## src/rtl/capture_buffer.sv

```systemverilog
`default_nettype none

// ============================================================================
//  Module      : capture_buffer
//  Description : Circular trigger-capture buffer. After an arm pulse, valid
//                samples are written into a DEPTH-entry ring. A trigger
//                sample (accepted only while filling) freezes the capture
//                after post_count further samples. Reads are presented in
//                logical order (index 0 = oldest stored sample) with one
//                cycle of latency.
//  Revision    : 1.0 - initial release
// ============================================================================
module capture_buffer #(
    parameter int DATA_WIDTH = 8,
    parameter int ADDR_WIDTH = 4
) (
    input  logic                  clk,
    input  logic                  reset,
    input  logic                  arm,
    input  logic                  sample_valid,
    input  logic [DATA_WIDTH-1:0] data,
    input  logic                  trigger,
    input  logic [ADDR_WIDTH-1:0] post_count,
    input  logic [ADDR_WIDTH-1:0] rd_addr,
    output logic [DATA_WIDTH-1:0] rd_data,
    output logic                  busy,
    output logic                  triggered,
    output logic                  done,
    output logic                  primed,
    output logic [ADDR_WIDTH-1:0] trig_index,
    output logic [ADDR_WIDTH:0]   sample_count
);

    localparam int                  DEPTH     = 1 << ADDR_WIDTH;
    localparam logic [ADDR_WIDTH-1:0] LAST_ADDR = '1;

    typedef enum logic [1:0] {
        ST_IDLE = 2'd0,
        ST_FILL = 2'd1,
        ST_POST = 2'd2,
        ST_DONE = 2'd3
    } state_t;

    state_t                  state_q,     state_d;
    logic [ADDR_WIDTH-1:0]   waddr_q,     waddr_d;
    logic                    primed_q,    primed_d;
    logic                    triggered_q, triggered_d;
    logic [ADDR_WIDTH-1:0]   trig_addr_q, trig_addr_d;
    logic [ADDR_WIDTH-1:0]   post_cnt_q,  post_cnt_d;
    logic [DATA_WIDTH-1:0]   rd_data_q;

    logic                    w_wr_en;
    logic [ADDR_WIDTH-1:0]   w_start_addr;
    logic [ADDR_WIDTH-1:0]   w_rd_phys;

    logic [DATA_WIDTH-1:0]   mem [DEPTH];

    // Next-state logic: arm overrides everything, and only FILL/POST accept samples
    always_comb begin
        state_d     = state_q;
        waddr_d     = waddr_q;
        primed_d    = primed_q;
        triggered_d = triggered_q;
        trig_addr_d = trig_addr_q;
        post_cnt_d  = post_cnt_q;
        w_wr_en     = 1'b0;

        if (arm) begin
            // The sample presented alongside arm is dropped on purpose.
            state_d     = ST_FILL;
            waddr_d     = '0;
            primed_d    = 1'b0;
            triggered_d = 1'b0;
            post_cnt_d  = post_count;
        end else begin
            case (state_q)
                ST_FILL: begin
                    if (sample_valid) begin
                        w_wr_en = 1'b1;
                        waddr_d = waddr_q + ADDR_WIDTH'(1);
                        if (waddr_q == LAST_ADDR) begin
                            primed_d = 1'b1;
                        end
                        if (trigger) begin
                            triggered_d = 1'b1;
                            trig_addr_d = waddr_q;
                            state_d     = (post_cnt_q == '0) ? ST_DONE : ST_POST;
                        end
                    end
                end
                ST_POST: begin
                    if (sample_valid) begin
                        w_wr_en    = 1'b1;
                        waddr_d    = waddr_q + ADDR_WIDTH'(1);
                        post_cnt_d = post_cnt_q - ADDR_WIDTH'(1);
                        if (waddr_q == LAST_ADDR) begin
                            primed_d = 1'b1;
                        end
                        // Counter holds the writes still owed; the last one closes the capture.
                        if (post_cnt_q == ADDR_WIDTH'(1)) begin
                            state_d = ST_DONE;
                        end
                    end
                end
                default: begin
                end
            endcase
        end
    end

    // Control state register with synchronous reset
    always_ff @(posedge clk) begin
        if (reset) begin
            state_q     <= ST_IDLE;
            waddr_q     <= '0;
            primed_q    <= 1'b0;
            triggered_q <= 1'b0;
            trig_addr_q <= '0;
            post_cnt_q  <= '0;
        end else begin
            state_q     <= state_d;
            waddr_q     <= waddr_d;
            primed_q    <= primed_d;
            triggered_q <= triggered_d;
            trig_addr_q <= trig_addr_d;
            post_cnt_q  <= post_cnt_d;
        end
    end

    // Sample storage; reset blocks writes but never clears contents
    always_ff @(posedge clk) begin
        if (w_wr_en && !reset) begin
            mem[waddr_q] <= data;
        end
    end

    // Once the ring has wrapped, the oldest sample sits at the write pointer.
    assign w_start_addr = primed_q ? waddr_q : '0;
    assign w_rd_phys    = w_start_addr + rd_addr;

    // Registered logical-order read port
    always_ff @(posedge clk) begin
        if (reset) begin
            rd_data_q <= '0;
        end else begin
            rd_data_q <= mem[w_rd_phys];
        end
    end

    assign rd_data      = rd_data_q;
    assign busy         = (state_q == ST_FILL) || (state_q == ST_POST);
    assign done         = (state_q == ST_DONE);
    assign triggered    = triggered_q;
    assign primed       = primed_q;
    assign trig_index   = trig_addr_q - w_start_addr;
    assign sample_count = primed_q ? (ADDR_WIDTH+1)'(DEPTH) : {1'b0, waddr_q};

endmodule

`default_nettype wire

```

## config.mk

```make
export PLATFORM = sky130hd
export DESIGN_NAME = capture_buffer
export DESIGN_NICKNAME = d
export VERILOG_FILES = /design/src/rtl/capture_buffer.sv
export SDC_FILE = /design/constraint.sdc
export NUM_CORES = 1
export LEC_CHECK = 0
export ABC_AREA = 1
export CORE_MARGIN = 2
export CORE_UTILIZATION = 39
export DETAILED_ROUTE_END_ITERATION = 8
export PLACE_DENSITY = 0.67
export SLEW_MARGIN = 5
export SYNTH_ARGS = -nofsm -noshare
export SYNTH_HDL_FRONTEND = slang
export SYNTH_SLANG_ARGS = --single-unit
export TNS_END_PERCENT = 1
```

## constraint.sdc

```tcl
create_clock -name clk -period 2.3 [get_ports clk]
set_input_delay 0.46 -clock clk [delete_from_list [all_inputs] [get_ports clk]]
set_output_delay 0.46 -clock clk [all_outputs]
set_load 0.01 [all_outputs]
```

==> flow_summary.ini <==
[sta]
rsz0062_at_grt = true
timing.slew.headroom = 0.555
period_needed_ns = 2.27
setup_viol = 0
slew_violations = 0
timing.hold.ws_ns = 0.461
hold_violations = 0
period_share = 0.988
finClkSkew_ns = 0.00558
final.setup.tns_ns = 0
max_freq_mhz = 440
tightestPinTransition_ns = 0.665

[clock_tree]
cts_sinks = 152
clk_pin_slew_worst_paths_ns = 0.06
htreeDepth = 4
cts-root-buf = clkbuf_16
tritoncts = yes
cts_buffer_depth = 2
hold_buffers = 0
cts_buffers = 17
post_cts_buffers = 0
worstSkewPairLatency_ns = 0.42

[grt]
grt.busiest_layer = met2
grt_first_pass_wirelength_um = 24400
grt_pass1_vias = 4760
gr-usage-met3 = 0.0365
antenna_found_initial = 0
grt_util_all_layers = 0.176
grt_util_met1 = 0.227
use_met2 = 0.297
grt_max_degree = 38
grt-ovfl-total = 0

[synthesis]
synth-seq-cells = 152
yosysSeqAreaShare = 0.637
yosysWarnings = 0
syn_nets = 726
synthCells = 688
ys_types = 30
syn_area_mm2 = 0.00678
syn_avg_cell_area_um2 = 9.86

[power_and_ir_drop]
power_leakage_nw = 3.46
netSwitchingPower_mw = 1.31
p_int_mw = 4.87
power_frac_comb = 0.071
switching_share = 0.211
total_power_mw = 6.18
pwr_density_cell_mw_per_mm2 = 751
seqPwrFrac = 0.490
clockPowerShare = 0.440
ir_drop_uv = 482

[route]
vias = 4711
antenna_left = 0
route.detailed.wl_per_inst_um = 15.1
wl_um = 15000
drtIter0Drc = 343
viasPerCell = 4.74
dr.pass1.iters = 6
drc_errors = 0

[setup_path]
cp.arrival_ns = 1.81
end_kind = output port
crit_slowest_cell = dfxtp_1
ff2ff_setup_slack_ns = 0.14
cp.required_ns = 1.84
path_max_fanout = 3
path_cells = nand2_2 -> ha_1 -> nand2_1 -> o21ai_1 -> xnor2_1 -> clkdlybuf4s15_2
timing.rr.end = rd_data[5]
critical_path_class = reg2out
reg2regPathDepth = 13
max_stage_delay_ns = 0.36
startpoint_type = register
r2r_start = primed

[placement]
hpwlAfterDp_um = 9710
gp_congestion = 0.782
port_buffers = 41
dp_cells = 962

[finish]
drive_gt1_frac = 0.108
nets = 794
final_cell_mix = nand2_1, edfxtp_1, inv_1
layout_commonest_cell = nand2_1
syn_to_final_growth_pct = 21.2
final_cells = 994
diodes = 0
utilization = 0.479

[flow_run]
maxCapViolations = 0

[floorplanning]
initial_core_util = 0.395
core_area_mm2 = 0.0172
fp.dieW_um = 136
fp.dieArea_mm2 = 0.0185
rows = 48
ioPinCount = 42
dieHeight_um = 136

[worst_hold_path]
hold_end = triggered
hp-start = triggered
hold_depth = 2
min_path_type = reg2reg

[status]
status = complete, no violations
-- power by group through the flow --
stage,registers [mW],clock network [mW],logic (mW)
floorplan,3.08,0,0.239
global placement,3.08,0,0.433
detailed placement,3.08,0,0.437
CTS,3.02,2.76,0.439
global route,3.03,2.87,0.491
finish,3.03,2.71,0.436
-- state kept, by name (all words and copies together) (netlist names) --
name,count
mem,128
rd_data,8
post_cnt_q,4
trig_addr_q,4
waddr_q,4
state_q,2
primed,1
triggered,1
-- area by class of cell --
type / instances / area, um^2
fillers: 1581 / 8950
flip-flops and latches: 152 / 4330
multi-input cells: 433 / 2030
repair buffers: 75 / 726
clock buffers: 21 / 440
inverters: 77 / 292
well taps: 225 / 282
clock inverters: 11 / 131
-- per-layer routing --
| metal | wire length, um | vias up |
|---|---|---|
| li1 | - | 2359 |
| met1 | 6660 | 2216 |
| met2 | 7320 | 117 |
| met3 | 798 | 19 |
| met4 | 211 | 0 |
| met5 | 0 | - |
-- repair_timing --
item                       in CTS  in global routing
gates resized for setup        14                  9
pin swaps                       0                  1
setup endpoints to repair       3                  9
-- metrics by stage --
| step | instance area [um^2] | setup WS [ns] |
|---|---|---|
| final | 8220 | 0.0284 |
| after global routing | 8220 | -0.0506 |
| after CTS | 8190 | 0.0286 |
| after detailed placement | 7630 | -0.309 |
| after global placement | 7630 | -0.299 |
| after floorplan | 6780 | 0.145 |
-- worst max path at each step --
stage / startpoint / end / slack (ns)
floorplan: primed / rd_data[0] / 0.14
CTS: primed / trig_index[2] / 0.03
global placement: rd_addr[0] / rd_data[5] / -0.30
global route: waddr_q[1] / trig_index[3] / -0.05
finish: waddr_q[1] / trig_index[3] / 0.03
detailed placement: rd_addr[0] / rd_data[5] / -0.31
-- critical path, delay by kind of cell, from the launching register on --
kind / cells / cell delay, ns
fa+ha+maj: 1 / 0.28
buf+inv: 1 / 0.26
flops: 1 / 0.36
simple gates: 2 / 0.15
xor+xnor: 1 / 0.17
compound gates: 1 / 0.17
-- Yosys cell counts (all sizes together) --
| cell type | count | area [um^2] |
|---|---|---|
| a211oi | 1 | 7.51 |
| a21oi | 16 | 80.1 |
| buf | 22 | 154 |
| clkbuf | 4 | 15.0 |
| dfxtp | 24 | 480 |
| edfxtp | 128 | 3840 |
| fa | 2 | 40.0 |
| ha | 15 | 188 |
| inv | 77 | 292 |
| nand2 | 263 | 1000 |
| nand3 | 68 | 350 |
| nor2 | 46 | 175 |
| nor3 | 1 | 5.00 |
| nor4 | 1 | 6.26 |
| o21ai | 12 | 60.1 |
| o21bai | 1 | 7.51 |
| o221ai | 1 | 8.76 |
| xnor2 | 3 | 45.1 |
| xor2 | 3 | 26.3 |
-- kinds of logic (layout without fill, tap and decap cells) --
logic type	after synthesis	count (layout)	share of synthesized area
buf+inv	103	184	0.0679
simple gates	379	379	0.226
compound gates	31	31	0.0242
xor+xnor	6	6	0.0105
flops	152	152	0.637
fa+ha+maj	17	17	0.0336
(Power assumes the default switching activity.)
